<file path="config.mk">
export PLATFORM = sky130hd
export DESIGN_NAME = lsu_bus_ctrl
export DESIGN_NICKNAME = d
export VERILOG_FILES = /design/src/rtl/lsu_bus_ctrl_pkg.sv /design/src/rtl/lsu_bus_ctrl_fmt.sv /design/src/rtl/lsu_bus_ctrl.sv
export SDC_FILE = /design/constraint.sdc
export NUM_CORES = 1
export LEC_CHECK = 0
export CORE_MARGIN = 1
export CORE_UTILIZATION = 35
export CTS_BUF_LIST = sky130_fd_sc_hd__clkbuf_8 sky130_fd_sc_hd__clkbuf_16
export DETAILED_ROUTE_END_ITERATION = 10
export PLACE_DENSITY = 0.66
export SYNTH_ARGS = -nofsm -noshare
export SYNTH_HDL_FRONTEND = slang
export SYNTH_SLANG_ARGS = --single-unit
</file>
<file path="constraint.sdc">
create_clock -name clk_i -period 4.1 [get_ports clk_i]
set_input_delay 0.82 -clock clk_i [delete_from_list [all_inputs] [get_ports clk_i]]
set_output_delay 0.82 -clock clk_i [all_outputs]
set_load 0.05 [all_outputs]
</file>
<file path="src/rtl/lsu_bus_ctrl_pkg.sv">
// Shared definitions for the load/store unit: memory op codes (also used by
// the execute stage), LSU state encoding and small op classification helpers.
package lsu_bus_ctrl_pkg;

    typedef enum logic [3:0] {
        MEM_NOP = 4'd0,
        MEM_LB  = 4'd1,
        MEM_LH  = 4'd2,
        MEM_LW  = 4'd3,
        MEM_LBU = 4'd4,
        MEM_LHU = 4'd5,
        MEM_SB  = 4'd6,
        MEM_SH  = 4'd7,
        MEM_SW  = 4'd8
    } mem_op_e;

    typedef enum logic [1:0] {
        ST_IDLE = 2'd0,
        ST_REQ  = 2'd1,
        ST_WAIT = 2'd2,
        ST_DONE = 2'd3
    } lsu_state_e;

    localparam logic [31:0] ZERO = 32'd0;

    // Codes outside the table (9..15) are treated like MEM_NOP.
    function automatic logic is_mem_op(mem_op_e op);
        case (op)
            MEM_LB, MEM_LH, MEM_LW, MEM_LBU, MEM_LHU,
            MEM_SB, MEM_SH, MEM_SW: is_mem_op = 1'b1;
            default:                is_mem_op = 1'b0;
        endcase
    endfunction

    function automatic logic is_store(mem_op_e op);
        case (op)
            MEM_SB, MEM_SH, MEM_SW: is_store = 1'b1;
            default:                is_store = 1'b0;
        endcase
    endfunction

    function automatic logic is_misaligned(mem_op_e op, logic [1:0] addr_lo);
        case (op)
            MEM_LH, MEM_LHU, MEM_SH: is_misaligned = addr_lo[0];
            MEM_LW, MEM_SW:          is_misaligned = (addr_lo != 2'b00);
            default:                 is_misaligned = 1'b0;
        endcase
    endfunction

endpackage

</file>
<file path="src/rtl/lsu_bus_ctrl_fmt.sv">
// Combinational lane formatting: byte enables and replicated store data on the
// way out, byte/half selection and sign/zero extension on the way back.
module lsu_fmt
    import lsu_bus_ctrl_pkg::*;
(
    input  logic [3:0]  op,
    input  logic [1:0]  addr_lo,
    input  logic [31:0] wdata,
    input  logic [31:0] rdata,
    output logic [3:0]  be,
    output logic [31:0] wdata_al,
    output logic [31:0] rdata_ext
);

    mem_op_e     op_e;
    logic [7:0]  byte_sel;
    logic [15:0] half_sel;

    assign op_e     = mem_op_e'(op);
    assign byte_sel = rdata[{addr_lo, 3'b000} +: 8];
    assign half_sel = rdata[{addr_lo[1], 4'b0000} +: 16];

    always_comb begin
        be       = 4'b0000;
        wdata_al = wdata;
        case (op_e)
            MEM_LB, MEM_LBU, MEM_SB: begin
                be       = 4'b0001 << addr_lo;
                wdata_al = {4{wdata[7:0]}};
            end
            MEM_LH, MEM_LHU, MEM_SH: begin
                be       = addr_lo[1] ? 4'b1100 : 4'b0011;
                wdata_al = {2{wdata[15:0]}};
            end
            MEM_LW, MEM_SW: be = 4'b1111;
            default:        be = 4'b0000;
        endcase
    end

    always_comb begin
        rdata_ext = ZERO;
        case (op_e)
            MEM_LB:  rdata_ext = {{24{byte_sel[7]}}, byte_sel};
            MEM_LBU: rdata_ext = {24'd0, byte_sel};
            MEM_LH:  rdata_ext = {{16{half_sel[15]}}, half_sel};
            MEM_LHU: rdata_ext = {16'd0, half_sel};
            MEM_LW:  rdata_ext = rdata;
            default: rdata_ext = ZERO;
        endcase
    end

endmodule

</file>
<file path="src/rtl/lsu_bus_ctrl.sv">
// Load/store sequencer: accepts one memory op from execute, runs a req/gnt/rvalid
// bus transaction, stalls the pipeline until retirement and writes back loads.
module lsu_bus_ctrl
    import lsu_bus_ctrl_pkg::*;
#(
    parameter int TIMEOUT_CYCLES = 64,
    parameter int ADDR_W         = 32,
    parameter int DATA_W         = 32
) (
    input  logic              clk_i,
    input  logic              rst_i,
    input  logic              req_valid_i,
    input  logic [3:0]        mem_op_i,
    input  logic [ADDR_W-1:0] mem_addr_i,
    input  logic [DATA_W-1:0] mem_wdata_i,
    input  logic [4:0]        rd_i,
    output logic              stall_o,
    output logic              reg_we_o,
    output logic [4:0]        reg_waddr_o,
    output logic [DATA_W-1:0] reg_wdata_o,
    output logic              err_o,
    output logic              bus_req_o,
    output logic              bus_we_o,
    output logic [ADDR_W-1:0] bus_addr_o,
    output logic [3:0]        bus_be_o,
    output logic [DATA_W-1:0] bus_wdata_o,
    input  logic              bus_gnt_i,
    input  logic              bus_rvalid_i,
    input  logic [DATA_W-1:0] bus_rdata_i
);

    localparam int CNT_W = $clog2(TIMEOUT_CYCLES);
    localparam logic [CNT_W-1:0] CNT_LAST = CNT_W'(TIMEOUT_CYCLES - 1);

    lsu_state_e        state_q, state_d;
    mem_op_e           op_q;
    logic [ADDR_W-1:0] addr_q;
    logic [DATA_W-1:0] wdata_q;
    logic [DATA_W-1:0] rdata_q;
    logic [4:0]        rd_q;
    logic              wb_q;
    logic [CNT_W-1:0]  cnt_q;

    mem_op_e           op_in;
    logic              accept;
    logic              misaligned;
    logic              latch_en;
    logic              rdata_en;
    logic [3:0]        fmt_be;
    logic [31:0]       fmt_wdata;
    logic [31:0]       fmt_rdata;

    assign op_in      = mem_op_e'(mem_op_i);
    assign accept     = req_valid_i && is_mem_op(op_in);
    assign misaligned = is_misaligned(op_in, mem_addr_i[1:0]);

    lsu_fmt u_fmt (
        .op        (op_q),
        .addr_lo   (addr_q[1:0]),
        .wdata     (wdata_q),
        .rdata     (bus_rdata_i),
        .be        (fmt_be),
        .wdata_al  (fmt_wdata),
        .rdata_ext (fmt_rdata)
    );

    // Bus handshake: the request (bus_req_o with we/addr/be/wdata) is held
    // stable in REQ until the cycle bus_gnt_i is seen high; read data is taken
    // only in WAIT, on the first cycle bus_rvalid_i is high.
    always_comb begin
        state_d     = state_q;
        latch_en    = 1'b0;
        rdata_en    = 1'b0;
        stall_o     = 1'b0;
        err_o       = 1'b0;
        reg_we_o    = 1'b0;
        reg_waddr_o = 5'd0;
        reg_wdata_o = '0;
        bus_req_o   = 1'b0;
        bus_we_o    = 1'b0;
        bus_addr_o  = '0;
        bus_be_o    = 4'b0000;
        bus_wdata_o = '0;
        case (state_q)
            ST_IDLE: begin
                if (accept) begin
                    if (misaligned) begin
                        err_o = 1'b1;
                    end else begin
                        latch_en = 1'b1;
                        stall_o  = 1'b1;
                        state_d  = ST_REQ;
                    end
                end
            end
            ST_REQ: begin
                stall_o     = 1'b1;
                bus_req_o   = 1'b1;
                bus_we_o    = is_store(op_q);
                bus_addr_o  = {addr_q[ADDR_W-1:2], 2'b00};
                bus_be_o    = fmt_be;
                bus_wdata_o = fmt_wdata;
                if (bus_gnt_i && is_store(op_q)) begin
                    state_d = ST_DONE;
                end else if (cnt_q == CNT_LAST) begin
                    // A load granted on the last budgeted cycle still cannot
                    // finish in time, so it is abandoned like an ungranted one.
                    err_o   = 1'b1;
                    state_d = ST_DONE;
                end else if (bus_gnt_i) begin
                    state_d = ST_WAIT;
                end
            end
            ST_WAIT: begin
                stall_o = 1'b1;
                if (bus_rvalid_i) begin
                    rdata_en = 1'b1;
                    state_d  = ST_DONE;
                end else if (cnt_q == CNT_LAST) begin
                    err_o   = 1'b1;
                    state_d = ST_DONE;
                end
            end
            ST_DONE: begin
                if (wb_q) begin
                    reg_we_o    = 1'b1;
                    reg_waddr_o = rd_q;
                    reg_wdata_o = rdata_q;
                end
                state_d = ST_IDLE;
            end
            default: state_d = ST_IDLE;
        endcase
    end

    always_ff @(posedge clk_i) begin
        if (rst_i) begin
            state_q <= ST_IDLE;
            op_q    <= MEM_NOP;
            addr_q  <= '0;
            wdata_q <= '0;
            rdata_q <= '0;
            rd_q    <= 5'd0;
            wb_q    <= 1'b0;
            cnt_q   <= '0;
        end else begin
            state_q <= state_d;
            if (latch_en) begin
                op_q    <= op_in;
                addr_q  <= mem_addr_i;
                wdata_q <= mem_wdata_i;
                rd_q    <= rd_i;
                wb_q    <= 1'b0;
                cnt_q   <= '0;
            end else if (state_q == ST_REQ || state_q == ST_WAIT) begin
                cnt_q <= cnt_q + 1'b1;
            end
            // Writes to x0 are dropped here so DONE only has to test one flag.
            if (rdata_en) begin
                rdata_q <= fmt_rdata;
                wb_q    <= (rd_q != 5'd0);
            end
        end
    end

endmodule

</file>
==> flow_summary.toml <==
[status]
outcome = "completed"

[finish]
drive_gt1_frac = 0.0814
n_antenna_cell = 0
area_delta_synth_final_pct = 49.8
layout_common_cells = "208 x nand2_1, 205 x clkdlybuf4s50_1, 114 x dfxtp_1"
layout.nets = 1074
final_common_cell = "nand2_1"
post_layout_nonfiller_instances = 1191

[clock_tree]
clock-root-buffer = "clkbuf_16"
cts_buffer_depth = 2
ctsHtreeMaxLevel = 4
cts_tree = "built"
cts_buffers = 17
clkTransAtPathRegs_ps = 60
clkLatencyLatePin_ps = 420
cts_num_sinks = 114

[synthesis]
synth_area_leaders = "dfxtp_1 38%, nand2_1 13%, a21oi_1 8.7%"
synth_edf_count = 0
syn-cell-area_um2 = 5930
yosys.area.top_type = "dfxtp_1"
async_flop_share = 0
yosys_warnings = 0
synth_cells = 771
syn_area_per_cell_um2 = 7.69
ys.flop_type = "dfxtp_1"
netlist.area_leader.share = 0.385
ys_ff_latch = 114
yosysSeqAreaShare = 0.385
synth_cell_type_count = 55

[setup_path]
cp.depth = 7
cp_slowest_cell = "clkdlybuf4s50_1"
path_cells = "buf_4, or3b_2, a21oi_2, buf_4, a22oi_1, a21boi_0, clkdlybuf4s50_1"
crit_start = "op_q[0]"
crit_fanout = 15
crit_path_end = "bus_wdata_o[31]"
slowest_delay_ps = 830
worstPathArrival_ps = 2990
reg2reg_slack_ps = 1660
r2r-end = "rdata_q[10]"
cp-start-kind = "register"
worst_path_most_repeated_cell = "buf_4"
crit_buf_inv = 3
crit_type = "reg -> out"
ff2ff_path_depth = 5
crit_family = "buffers and inverters"
required_ps = 3280
cp-end-kind = "output pin"
regToRegStartpoint = "op_q[1]"

[place]
routabilityCongestion = 0.822
hpwl_um = 13600
placedCellCount = 1159
port-buffer-count = 217

[route]
drc = 0
viasPerCell = 5.08
ant_nets = 0
vias = 6052
wl_per_cell_um = 16.5
first_pass_iters = 5
wl_um = 19600
first_iter_violations = 383

[min_path]
hp-class = "reg -> reg"

[timing]
finalSetupViolations = 0
hold_viol_final = 0
worst_pin_slew_ps = 1020
drv_slew = 0
timing.final.crit_share = 0.930
rsz0062_at_grt = "no"
fmax_ghz = 0.262
tns_ps = 0
slew_headroom = 0.316
skew_ps = 8.20
fin_crit_ps = 3810

[power]
internal-power_w = 0.00269
switching_power_w = 0.00138
p_comb_frac = 0.296
clock_power_share = 0.384
swShare = 0.339
power_density_nw_per_um2 = 457
seqPwrFrac = 0.320
leakagePower_nw = 3.30
vdd_drop_max_uv = 317

[global_routing]
overflow = 0
antenna_found_initial = 0
track_usage = 0.225
grt_pass1_wl_um = 30800
first_global_vias = 5685
grt_max_degree = 80

[flow_run]
cap_violations = 0

[floorplanning]
ioPinCount = 220
dieWidth_um = 132
row_count = 47
core-area_um2 = 16600
start_util = 0.358
die_h_um = 132
die_area_um2 = 17500
## stage by stage
| step | utilization | hold WS [ps] | setup WS, ps | power (W) | area, µm² |
|---|---|---|---|---|---|
| after CTS | 0.534 | 447 | 72.5 | 0.00410 | 8860 |
| after detailed placement | 0.497 | 434 | 497 | 0.00253 | 8240 |
| after global routing | 0.536 | 468 | 90.9 | 0.00425 | 8890 |
| after global placement | 0.497 | 425 | 521 | 0.00252 | 8240 |
| after floorplan | - | 417 | 702 | 0.00210 | 5940 |
| final | 0.536 | 443 | 286 | 0.00406 | 8890 |
## Yosys cell counts, types with 3 or more instances
library cell	instances
a21oi_1	103
buf_4	10
a21boi_1	14
nor2_1	20
buf_2	9
nand2b_1	5
nand3b_1	5
a32oi_1	7
a221oi_1	9
and2_1	41
a311oi_1	7
inv_1	7
and3_1	39
nor2b_1	10
a21boi_0	3
clkbuf_1	45
mux2i_1	10
xor2_1	4
mux4_2	8
or4_1	3
dfxtp_1	114
a22oi_1	8
nand3_1	4
nor3_1	7
nand2_1	208
o21ai_0	28
nand4_1	3
ha_1	6
## power groups by stage
stage	sequential [W]	clock, W	combinational (W)
final	0.00130	0.00156	0.00120
after global routing	0.00131	0.00164	0.00130
after detailed placement	0.00132	0	0.00120
after CTS	0.00130	0.00159	0.00121
after floorplan	0.00128	0	0.000818
after global placement	0.00132	0	0.00120
## worst min-delay path: stages, from the launching register on
cell	delay (ps)
dfxtp_1	310
nand2_1	40
o21ai_0	50
## how the worst min path moves through the flow
stage / startpoint / end / slack, ps / cells after the start
after global placement: rdata_q[23] / rdata_q[23] / 430 / 2
after CTS: rdata_q[26] / rdata_q[26] / 450 / 2
final: rdata_q[26] / rdata_q[26] / 440 / 2
after global routing: addr_q[23] / addr_q[23] / 470 / 2
after detailed placement: rdata_q[31] / rdata_q[31] / 430 / 2
after floorplan: rdata_q[18] / rdata_q[18] / 420 / 2
## state kept, by name (all words and copies together), names as in the netlist
name	cells
op_q	4
addr_q	32
state_q	2
wdata_q	32
wb_q	1
rd_q	5
rdata_q	32
cnt_q	6
## cell families after synthesis
logic type | Yosys count | share of synthesized area
AOI/OAI and AO/OA | 192 | 0.199
xor gates and xnor gates | 6 | 0.00886
adders and majority gates | 6 | 0.0127
buffers and inverters | 75 | 0.0582
DFF | 114 | 0.385
muxes | 19 | 0.0491
other | 1 | 0.000632
and+or+nand+nor | 358 | 0.287
## routing by layer
layer  routed length (µm)  part of all wire  track usage  up-vias
met4                  219             0.011       0.0690        0
li1                     -                 -            -     3012
met5                    0                 0            0        -
met1                 8590              0.44        0.290     2778
met2                 8740              0.45        0.345      242
met3                 2060              0.10       0.0873       20
## final cells by class
cell class,count,area (µm²)
timing repair buffer,235,2350
fill,1595,7700
tap,220,275
sequential,114,2280
clock inverter,13,173
clock buffer,19,453
multi-input combinational,583,3330
inverter,7,26.3
## timing repair
item,CTS,global route
endpoints found under the setup margin,0,15
hold buffers,0,0
gates resized for setup,0,9
buffers inserted,0,0
(Power assumes the default switching activity.)
